`config.mk`:
```
export PLATFORM = sky130hd
export DESIGN_NAME = multi_crop_stream_flat
export DESIGN_NICKNAME = d
export VERILOG_FILES = /design/src/rtl/multi_crop_stream_pkg.sv /design/src/rtl/multi_crop_stream_if.sv /design/src/rtl/multi_crop_stream_chan.sv /design/src/rtl/multi_crop_stream.sv /design/src/flat_wrapper.sv
export SDC_FILE = /design/constraint.sdc
export NUM_CORES = 1
export LEC_CHECK = 0
export BUFFER_PORTS_ARGS = -buffer_cell sky130_fd_sc_hd__buf_2
export CAP_MARGIN = 10
export CORE_MARGIN = 4
export CORE_UTILIZATION = 25
export DETAILED_ROUTE_END_ITERATION = 10
export GPL_TIMING_DRIVEN = 0
export MAX_ROUTING_LAYER = met4
export PLACE_DENSITY = 0.51
export SLEW_MARGIN = 20
export SYNTH_ARGS = -nofsm -noshare
export SYNTH_HDL_FRONTEND = slang
export SYNTH_SLANG_ARGS = --single-unit
```
`constraint.sdc`:
```
create_clock -name ap_clk -period 6.45 [get_ports ap_clk]
set_input_delay 0.9675 -clock ap_clk [delete_from_list [all_inputs] [get_ports ap_clk]]
set_output_delay 0.9675 -clock ap_clk [all_outputs]
set_load 0.01 [all_outputs]
```
`src/rtl/multi_crop_stream_pkg.sv`:
```
// Shared types and helpers for the multi-window stream cropper.
// Holds the control-FSM state enum and the crop-window membership test.
package multi_crop_pkg;

    typedef enum logic [1:0] {
        IDLE,
        RUN,
        DRAIN,
        DONE
    } state_e;

    // True when (row,col) lies inside the h x w window anchored at (y,x).
    function automatic logic in_window(
        input int unsigned row,
        input int unsigned col,
        input int unsigned y,
        input int unsigned x,
        input int unsigned h,
        input int unsigned w
    );
        return (row >= y) && (row < y + h) &&
               (col >= x) && (col < x + w);
    endfunction

endpackage

```
`src/rtl/multi_crop_stream_if.sv`:
```
// AXI-Stream bundle: one pixel input stream and NUM_CROPS output streams.
// slave = cropper side, master = producer/consumer side.
interface multi_crop_stream_if #(
    parameter int PIXEL_BIT_WIDTH = 16,
    parameter int NUM_CROPS       = 4
);
    logic [PIXEL_BIT_WIDTH-1:0]           crop_input_TDATA;
    logic                                 crop_input_TVALID;
    logic                                 crop_input_TREADY;
    logic [NUM_CROPS*PIXEL_BIT_WIDTH-1:0] crop_output_TDATA;
    logic [NUM_CROPS-1:0]                 crop_output_TVALID;
    logic [NUM_CROPS-1:0]                 crop_output_TREADY;
    logic [NUM_CROPS-1:0]                 crop_output_TLAST;

    modport slave (
        input  crop_input_TDATA,
        input  crop_input_TVALID,
        output crop_input_TREADY,
        output crop_output_TDATA,
        output crop_output_TVALID,
        input  crop_output_TREADY,
        output crop_output_TLAST
    );

    modport master (
        output crop_input_TDATA,
        output crop_input_TVALID,
        input  crop_input_TREADY,
        input  crop_output_TDATA,
        input  crop_output_TVALID,
        output crop_output_TREADY,
        input  crop_output_TLAST
    );
endinterface

```
`src/rtl/multi_crop_stream_chan.sv`:
```
// One crop channel: window select, one-entry output register, TLAST.
// Ports: row/col position, latched origin/err, input handshake, out stream.
module crop_channel_reg
    import multi_crop_pkg::*;
#(
    parameter int PIXEL_BIT_WIDTH = 16,
    parameter int ROW_W           = 7,
    parameter int COL_W           = 8,
    parameter int OUT_ROWS        = 48,
    parameter int OUT_COLS        = 48
) (
    input  logic                       clk_i,
    input  logic                       rst_i,
    input  logic [ROW_W-1:0]           row_i,
    input  logic [COL_W-1:0]           col_i,
    input  logic [ROW_W-1:0]           y_i,
    input  logic [COL_W-1:0]           x_i,
    input  logic                       err_i,
    input  logic                       acc_i,
    input  logic [PIXEL_BIT_WIDTH-1:0] data_i,
    input  logic                       ready_i,
    output logic                       sel_o,
    output logic                       valid_o,
    output logic                       last_o,
    output logic [PIXEL_BIT_WIDTH-1:0] data_o
);
    localparam int unsigned H = OUT_ROWS;
    localparam int unsigned W = OUT_COLS;

    logic                       valid_q, valid_d;
    logic                       last_q, last_d;
    logic [PIXEL_BIT_WIDTH-1:0] data_q, data_d;
    logic                       load;
    logic                       last_pix;

    assign sel_o = !err_i && in_window(32'(row_i), 32'(col_i),
                                       32'(y_i), 32'(x_i), H, W);

    assign last_pix = (32'(row_i) == 32'(y_i) + H - 1) &&
                      (32'(col_i) == 32'(x_i) + W - 1);

    assign load = acc_i && sel_o;

    // A reload in the same cycle as a drain keeps valid high with new data.
    always_comb begin
        valid_d = valid_q;
        data_d  = data_q;
        last_d  = last_q;
        if (load) begin
            valid_d = 1'b1;
            data_d  = data_i;
            last_d  = last_pix;
        end else if (valid_q && ready_i) begin
            valid_d = 1'b0;
            last_d  = 1'b0;
        end
    end

    always_ff @(posedge clk_i) begin
        if (rst_i) begin
            valid_q <= 1'b0;
            last_q  <= 1'b0;
            data_q  <= '0;
        end else begin
            valid_q <= valid_d;
            last_q  <= last_d;
            data_q  <= data_d;
        end
    end

    assign valid_o = valid_q;
    assign last_o  = last_q;
    assign data_o  = data_q;

endmodule

```
`src/rtl/multi_crop_stream.sv`:
```
// Single-pass cropper emitting NUM_CROPS windows of one raster frame.
// Ports: ap_* control, crop_y/crop_x origins, crop_err, stream bundle io.
module multi_crop_stream
    import multi_crop_pkg::*;
#(
    parameter int PIXEL_BIT_WIDTH = 16,
    parameter int IN_ROWS         = 100,
    parameter int IN_COLS         = 160,
    parameter int OUT_ROWS        = 48,
    parameter int OUT_COLS        = 48,
    parameter int NUM_CROPS       = 4,
    parameter int ROW_W           = $clog2(IN_ROWS),
    parameter int COL_W           = $clog2(IN_COLS)
) (
    input  logic                       ap_clk,
    input  logic                       ap_rst,
    input  logic                       ap_start,
    output logic                       ap_idle,
    output logic                       ap_ready,
    output logic                       ap_done,
    input  logic [NUM_CROPS*ROW_W-1:0] crop_y,
    input  logic [NUM_CROPS*COL_W-1:0] crop_x,
    output logic [NUM_CROPS-1:0]       crop_err,
    multi_crop_stream_if.slave         io
);
    localparam int PW = PIXEL_BIT_WIDTH;

    state_e                             state_q, state_d;
    logic [ROW_W-1:0]                   row_q;
    logic [COL_W-1:0]                   col_q;
    logic [NUM_CROPS-1:0][ROW_W-1:0]    y_q;
    logic [NUM_CROPS-1:0][COL_W-1:0]    x_q;
    logic [NUM_CROPS-1:0]               err_q;
    logic                               ready_q;

    logic [NUM_CROPS-1:0]               err_c;
    logic [NUM_CROPS-1:0]               sel;
    logic [NUM_CROPS-1:0]               valid;
    logic [NUM_CROPS-1:0]               last;
    logic [NUM_CROPS-1:0][PW-1:0]       data;
    logic                               in_rdy;
    logic                               acc;
    logic                               last_pix;
    logic                               go;

    assign go       = (state_q == IDLE) && ap_start;
    assign acc      = io.crop_input_TVALID && in_rdy;
    assign last_pix = (row_q == ROW_W'(IN_ROWS - 1)) &&
                      (col_q == COL_W'(IN_COLS - 1));

    // A channel blocks input only if this pixel targets it and its
    // register is full and not draining this cycle.
    assign in_rdy = (state_q == RUN) &&
                    (&(~sel | ~valid | io.crop_output_TREADY));

    always_comb begin
        state_d = state_q;
        ap_idle = 1'b0;
        ap_done = 1'b0;
        unique case (state_q)
            IDLE: begin
                ap_idle = 1'b1;
                if (ap_start) state_d = RUN;
            end
            RUN: begin
                if (acc && last_pix) state_d = DRAIN;
            end
            DRAIN: begin
                if (valid == '0) state_d = DONE;
            end
            DONE: begin
                ap_done = 1'b1;
                state_d = IDLE;
            end
            default: state_d = IDLE;
        endcase
    end

    always_ff @(posedge ap_clk) begin
        if (ap_rst) begin
            state_q <= IDLE;
            row_q   <= '0;
            col_q   <= '0;
            y_q     <= '0;
            x_q     <= '0;
            err_q   <= '0;
            ready_q <= 1'b0;
        end else begin
            state_q <= state_d;
            ready_q <= acc && last_pix;
            if (go) begin
                y_q   <= crop_y;
                x_q   <= crop_x;
                err_q <= err_c;
                row_q <= '0;
                col_q <= '0;
            end else if (acc) begin
                if (col_q == COL_W'(IN_COLS - 1)) begin
                    col_q <= '0;
                    row_q <= row_q + 1'b1;
                end else begin
                    col_q <= col_q + 1'b1;
                end
            end
        end
    end

    for (genvar k = 0; k < NUM_CROPS; k++) begin : g_ch
        logic [ROW_W:0] ysum;
        logic [COL_W:0] xsum;

        // One extra bit so y+OUT_ROWS cannot wrap before the compare.
        assign ysum = {1'b0, crop_y[k*ROW_W +: ROW_W]} +
                      (ROW_W+1)'(OUT_ROWS);
        assign xsum = {1'b0, crop_x[k*COL_W +: COL_W]} +
                      (COL_W+1)'(OUT_COLS);
        assign err_c[k] = (ysum > (ROW_W+1)'(IN_ROWS)) ||
                          (xsum > (COL_W+1)'(IN_COLS));

        crop_channel_reg #(
            .PIXEL_BIT_WIDTH (PW),
            .ROW_W           (ROW_W),
            .COL_W           (COL_W),
            .OUT_ROWS        (OUT_ROWS),
            .OUT_COLS        (OUT_COLS)
        ) u_ch (
            .clk_i   (ap_clk),
            .rst_i   (ap_rst),
            .row_i   (row_q),
            .col_i   (col_q),
            .y_i     (y_q[k]),
            .x_i     (x_q[k]),
            .err_i   (err_q[k]),
            .acc_i   (acc),
            .data_i  (io.crop_input_TDATA),
            .ready_i (io.crop_output_TREADY[k]),
            .sel_o   (sel[k]),
            .valid_o (valid[k]),
            .last_o  (last[k]),
            .data_o  (data[k])
        );
    end

    assign ap_ready              = ready_q;
    assign crop_err              = err_q;
    assign io.crop_input_TREADY  = in_rdy;
    assign io.crop_output_TVALID = valid;
    assign io.crop_output_TLAST  = last;
    assign io.crop_output_TDATA  = data;

endmodule

```
`src/flat_wrapper.sv`:
```
// flat-port wrapper written by rule: the top's interface ports become plain ports
module multi_crop_stream_flat import multi_crop_pkg::*;
#(
    parameter int PIXEL_BIT_WIDTH = 16,
    parameter int IN_ROWS         = 100,
    parameter int IN_COLS         = 160,
    parameter int OUT_ROWS        = 48,
    parameter int OUT_COLS        = 48,
    parameter int NUM_CROPS       = 4,
    parameter int ROW_W           = $clog2(IN_ROWS),
    parameter int COL_W           = $clog2(IN_COLS)
)
  (ap_clk, ap_rst, ap_start, ap_idle, ap_ready, ap_done, crop_y, crop_x, crop_err, io_crop_input_TDATA, io_crop_input_TVALID, io_crop_input_TREADY, io_crop_output_TDATA, io_crop_output_TVALID, io_crop_output_TREADY, io_crop_output_TLAST);
  multi_crop_stream_if #(.PIXEL_BIT_WIDTH(PIXEL_BIT_WIDTH), .NUM_CROPS(NUM_CROPS)) io_i ();
  input  logic ap_clk;
  input  logic ap_rst;
  input  logic ap_start;
  output logic ap_idle;
  output logic ap_ready;
  output logic ap_done;
  input  logic [NUM_CROPS*ROW_W-1:0] crop_y;
  input  logic [NUM_CROPS*COL_W-1:0] crop_x;
  output logic [NUM_CROPS-1:0] crop_err;
  input wire logic [$bits(io_i.crop_input_TDATA)-1:0] io_crop_input_TDATA;
  input wire logic [$bits(io_i.crop_input_TVALID)-1:0] io_crop_input_TVALID;
  output wire logic [$bits(io_i.crop_input_TREADY)-1:0] io_crop_input_TREADY;
  output wire logic [$bits(io_i.crop_output_TDATA)-1:0] io_crop_output_TDATA;
  output wire logic [$bits(io_i.crop_output_TVALID)-1:0] io_crop_output_TVALID;
  input wire logic [$bits(io_i.crop_output_TREADY)-1:0] io_crop_output_TREADY;
  output wire logic [$bits(io_i.crop_output_TLAST)-1:0] io_crop_output_TLAST;
  assign io_i.crop_input_TDATA = io_crop_input_TDATA;
  assign io_i.crop_input_TVALID = io_crop_input_TVALID;
  assign io_crop_input_TREADY = io_i.crop_input_TREADY;
  assign io_crop_output_TDATA = io_i.crop_output_TDATA;
  assign io_crop_output_TVALID = io_i.crop_output_TVALID;
  assign io_i.crop_output_TREADY = io_crop_output_TREADY;
  assign io_crop_output_TLAST = io_i.crop_output_TLAST;
  multi_crop_stream #(.PIXEL_BIT_WIDTH(PIXEL_BIT_WIDTH), .IN_ROWS(IN_ROWS), .IN_COLS(IN_COLS), .OUT_ROWS(OUT_ROWS), .OUT_COLS(OUT_COLS), .NUM_CROPS(NUM_CROPS), .ROW_W(ROW_W), .COL_W(COL_W)) u_core (.ap_clk(ap_clk), .ap_rst(ap_rst), .ap_start(ap_start), .ap_idle(ap_idle), .ap_ready(ap_ready), .ap_done(ap_done), .crop_y(crop_y), .crop_x(crop_x), .crop_err(crop_err), .io(io_i));
endmodule
```
=== After elaboration in Yosys (flattened, before gate mapping) ===
Cells that the tools add are included.

* Equality and inequality tests: 16
* Reductions and logical operators: 51
* Bitwise gates (word level): 4
* $add $sub $neg: 26
* Mux-type cells: 19
* Magnitude comparators: 24

{| class="wikitable"
|+ Operators with widths
! kind !! number
|-
| 7-bit by 32-bit equality test with 1-bit output || 4
|-
| 8-bit by 32-bit equality test with 1-bit output || 4
|-
| 7-bit by 32-bit < comparator with 1-bit output || 4
|-
| 8-bit by 32-bit < comparator with 1-bit output || 4
|-
| 8-bit by 6-bit adder with 9-bit output, second input constant || 8
|-
| 7-bit by 6-bit adder with 8-bit output, second input constant || 8
|-
| 9-bit by 1-bit subtractor with 10-bit output, second input constant || 4
|-
| 9-bit by 8-bit greater-than comparator with 1-bit output, second input constant || 4
|-
| 8-bit by 1-bit subtractor with 9-bit output, second input constant || 4
|-
| 1-bit logical AND || 33
|-
| 8-bit greater-or-equal comparator || 4
|-
| 8-bit by 7-bit greater-than comparator with 1-bit output, second input constant || 4
|-
| 7-bit greater-or-equal comparator || 4
|-
| 1-bit 2-to-1 mux || 14
|-
| 8-bit by 1-bit adder with 8-bit output, second input constant || 1
|-
| 8-bit equality test, second input constant || 1
|-
| 8-bit 2-to-1 mux || 1
|-
| 4-bit inverter || 2
|-
| 4-bit OR || 2
|-
| 2-bit case mux with 4 select lines || 1
|-
| 2-bit nonzero test || 4
|-
| 7-bit by 1-bit adder with 7-bit output, second input constant || 1
|-
| 7-bit equality test, second input constant || 1
|-
| 2-bit 2-to-1 mux || 3
|-
| 12 further kinds || 20
|}

* Input bits: 84
* Output and inout bits: 80
* Logic and storage cells: 165
* Register bits after elaboration: 154

=== Longest topological paths before layout ===
* Depth in word-level cells: 15
* Gate-level depth with buffers: 16
* Mapped depth without buffers: 12

=== Hierarchy ===
Synthesis repeated with hierarchy kept, for this count alone.

* Cells, all modules: 1421
* Area, all modules: 11711.2 µm²

{| class="wikitable"
|+ By module, submodules not included
! module !! instances !! cells an instance !! area each (µm²) !! sequential area each (µm²)
|-
| crop_channel_reg || 4 || 243 || 2039.5 || 360.3
|-
| multi_crop_stream || 1 || 449 || 3553.4 || 1641.6
|}

=== Worst setup path after synthesis ===
No wires, ideal clock.

* Path kind: flip-flop to output port
* Start: reg u_core.y_q[4] (netlist name)
* End: out io_crop_input_TREADY
* Stages on the path, launching flop included: 12
* Path slack: 2.672 ns
* Required time: 5.483 ns
* Buffers on the path: 1
* Arrival: 2.811 ns
* Path through: dfxtp_1 > inv_1 > ha_1 > xor2_1 > ha_1 > and3_1 > a221oi_1 > o311a_1 > or4b_4 > nand4_2 > buf_2 > nor2_1

* Cells in the longest elaborated chain, start to end: 11
* Elaborated cells between the ends (all ways): 12
* Classes of those cells: 1 x add/sub; 2 x order compare; 3 x bitwise; 6 x reduce/logical

{| class="wikitable"
|+ RTL lines
! item !! line !! source
|-
| from (decl) || multi_crop_stream.sv:31 || <nowiki>logic [NUM_CROPS-1:0][ROW_W-1:0] y_q;</nowiki>
|-
| from (signal assigned) || multi_crop_stream.sv:92 || <nowiki>y_q <= crop_y;</nowiki>
|-
| 7-bit by 6-bit adder with 8-bit output || multi_crop_stream_pkg.sv:21 || <nowiki>return (row >= y) && (row < y + h) &&</nowiki>
|-
| 7-bit by 32-bit < comparator with 1-bit output || multi_crop_stream_pkg.sv:21 ||
|-
| 1-bit logical AND (*) (2 in series) || multi_crop_stream_pkg.sv:21 ||
|-
| 1-bit logical AND (*) || multi_crop_stream_pkg.sv:22 || <nowiki>(col >= x) && (col < x + w);</nowiki>
|-
| 1-bit logical AND (*) || multi_crop_stream_chan.sv:36 || <nowiki>assign sel_o = !err_i && in_window(32'(row_i), 32'(col_i),</nowiki>
|-
| 4-bit inverter (*) || multi_crop_stream.sv:54 || <nowiki>(&(~sel | ~valid | io.crop_output_TREADY));</nowiki>
|-
| 4-bit OR (*) (2 in series) || multi_crop_stream.sv:54 ||
|-
| 4-bit AND reduction (*) || multi_crop_stream.sv:54 ||
|-
| 1-bit logical AND (*) || multi_crop_stream.sv:53 || <nowiki>assign in_rdy = (state_q == RUN) &&</nowiki>
|-
| to (decl) || flat_wrapper.sv:26 || <nowiki>output wire logic [$bits(io_i.crop_input_TREADY)-1:0] io_crop_input_TREADY;</nowiki>
|}

Every way passes the cells marked *; elsewhere a longest branch is shown, timed or not.

=== Worst setup path in the final report ===
Same ends and word-level chain as after synthesis.

==> metrics.cfg <==
[cts]
cts_tree = yes
hold_buffers = 0
clk_path_buf_depth = 2
clock-root-buffer = clkbuf_16
clock_latency_ns = 0.47
cts_sinks = 154
cts_htree_levels = 4
cts_repair_resize_count = 0
postCtsSetupBuffers = 0
cts_made_buffers = 17
clkSlewWorstSetupHoldPaths_ns = 0.07

[min_path]
hp-class = flop to flop
min-delay-start = u_core.g_ch[1].u_ch.data_o[13]$_SDFFE_PP0P_
worstHoldPathCells = 2
worstHoldEndpoint = u_core.g_ch[1].u_ch.data_o[13]$_SDFFE_PP0P_

[placed_design]
numPortBuffers = 163
routabilityCongestion = 0.915
post-dp-hpwl_um = 31500
place_inst = 2134

[critical_path]
critPathSlowestCell = dfxtp_1
cp_num_buf_inv = 3
worstReg2RegStart = u_core.x_q[12]$_SDFFE_PP0P_
startpoint = u_core.y_q[4]$_SDFFE_PP0P_
start_kind = flop
critPathTopFamily = simple AND/OR/NAND/NOR gates
crit_chain = inv_1, ha_1, xor2_1, ha_1, and3_1, a221oi_1, o311a_1, or4b_4, nand4_2, buf_2, nor2_1, buf_2
rrSetupSlack_ns = 2.11
cp_max_fo = 10
ff2ff_path_depth = 13
crit_arrival_ns = 4.00
crit_type = flop to primary output
r2r-end = u_core.row_q[4]$_SDFFE_PP0P_
critPathMaxStageDelay_ns = 0.54
cp.required_ns = 5.48
endpoint_kind = primary output

[synth]
netlist_instances = 1379
synth_fp_nets = 1593
syn_avg_cell_area_um2 = 8.08
yosys_warnings = 0
synthSimpleGateAreaFrac_pct = 21.1
synth-async-reset-ratio_pct = 0
synth_ff_type = dfxtp_1
ys_seq_elements = 154
synth_cell_types = 72
synth_mux_area_share_pct = 5.63
synth-xor-area-share_pct = 6.84
seq_area_frac_synth_pct = 27.7
synth_top_family_by_area = simple AND/OR/NAND/NOR gates
synth_adder_area_share_pct = 14.6
syn_area_mm2 = 0.0111
synth_compound_area_share_pct = 17.3
synth_edf_count = 0

[floorplan]
fp.dieArea_mm2 = 0.0480
core_mm2 = 0.0441
start_util_pct = 25.2
io_pins = 164
die_y_um = 219
dieWidth_um = 219
rows = 77

[sta]
finalSetupViolations = 0
final.setup.tns_ns = 0
grt_setup_unrepaired = no
hold_violations = 0
worstMarginPinSlew_ns = 1.08
post-route-min-period_ns = 4.97
max_slew_margin_pct = 27.7
post-route-period-util_pct = 77.0
finalMaxSlewViolations = 0
max_freq_mhz = 201
clock_skew_ns = 0.0181

[finish]
final_common_cell = nand2_1
nets = 1775
layout-area-overhead-vs-synth_pct = 19.5
fillers = 4805
drive_above_1_share_pct = 15.0
layout.cells.non_filler = 2166
layout_common_cells = nand2_1 (171), buf_2 (168), dfxtp_1 (154), ha_1 (130), a21oi_1 (129)

[power]
powerDensity_mw_per_mm2 = 289
p_leak_uw = 0.00569
vdd_drop_max_mv = 0.194

[drt]
firstDrtPassIters = 5
wl_per_cell_um = 18.4
totalWireLength_um = 40000
via_count = 10500
drt_iter0_drc = 544
final_antenna_net_count = 0
drc_errors = 0
via_per_inst = 4.84

[grt]
grt.total_usage_pct = 17.0
grt_antenna_before_repair = 3
grt_max_degree = 17
first_global_vias = 10300
grt.overflow.total = 0
grt_pass1_wl_um = 60100

[outcome]
status = finished, final reports clean

[job]
cap_viol_max_count = 0

[metrics by stage]
stage / setup slack (ns) / instance area (um2) / hold slack [ns] / power (uW) / utilization, %
CTS: 1.44 / 13300 / 0.473 / 3880 / 30.2
floorplan: 2.67 / 11100 / 0.446 / 2250 / -
global placement: 1.96 / 12700 / 0.458 / 2740 / 28.8
detailed placement: 1.97 / 12700 / 0.464 / 2760 / 28.8
global route: 1.27 / 13300 / 0.496 / 4110 / 30.2
finish: 1.48 / 13300 / 0.472 / 3850 / 30.2
[sequential cells by signal (all words and copies together), names as in the netlist]
| signal | cells |
|---|---|
| u_core.g_ch.u_ch.data_o | 64 |
| u_core.x_q | 32 |
| u_core.y_q | 28 |
| u_core.col_q | 8 |
| u_core.row_q | 7 |
| u_core.crop_err | 4 |
| u_core.g_ch.u_ch.last_o | 4 |
| u_core.g_ch.u_ch.valid_o | 4 |
| u_core.state_q | 2 |
| u_core.ap_ready | 1 |
[where the power goes]
part	leakage [uW]	switching, uW	internal (uW)
Sequential	0.00125	131	1060
Combinational	0.00414	965	598
Clock	0.000296	449	654
Total	0.00569	1540	2310
[worst min-delay path, stage by stage (launching register included)]
cell and delay, ns:
dfxtp_1 0.30, o21ai_0 0.06, a21oi_1 0.06
[synth_stat cells, types with 14 or more instances]
master / number / share of area (%)
nand3_1: 46 / 2.1
inv_1: 86 / 2.9
a31oi_1: 17 / 0.95
mux2i_1: 57 / 5.1
clkbuf_1: 59 / 2.0
nor3_1: 25 / 1.1
dfxtp_1: 154 / 28
a21oi_1: 129 / 5.8
ha_1: 130 / 15
nand2_1: 171 / 5.8
xnor2_1: 60 / 4.7
xor2_1: 27 / 2.1
nand2b_1: 82 / 4.6
o21ai_0: 56 / 2.5
nand4_1: 30 / 1.7
nor4_1: 14 / 0.79
nor2_1: 40 / 1.3
[kinds of logic (layout without fill, tap and decap cells)]
family	count (synthesis)	after routing
buffers and inverters	171	363
AND/OR/NAND/NOR	465	465
AO/OA/AOI/OAI	310	310
other	0	3
flip-flops	154	154
multiplexers	62	62
adder cells (fa/ha/maj)	130	130
XOR/XNOR	87	87
[layer usage]
layer  up-vias  track usage [%]  routed length, um
met2       231             26.5              18500
met1      4971             21.1              18000
met3        71             4.20               2040
met4         0             6.85               1450
li1       5215                -                  -
met5         -                -                  0
[area by class of cell]
type	count	area (um2)	share of cell area, %
multi-input cells	1054	7290	54.8
flip-flops and latches	154	3080	23.2
repair buffers	163	816	6.13
well taps	592	741	5.56
plain buffers	85	444	3.34
clock buffers	19	443	3.33
inverters	86	323	2.42
clock inverters	10	168	1.26
diodes	3	7.51	0.0564
[how the worst max path moves through the flow]
stage,cells after the start,slack [ns],to
3_3_place_gp,12,1.96,io_crop_input_TREADY
6_report,12,1.48,io_crop_input_TREADY
5_1_grt,12,1.27,io_crop_input_TREADY
2_1_floorplan,11,2.67,io_crop_input_TREADY
3_5_place_dp,12,1.97,io_crop_input_TREADY
4_1_cts,12,1.44,io_crop_input_TREADY
(Power assumes the default switching activity.)
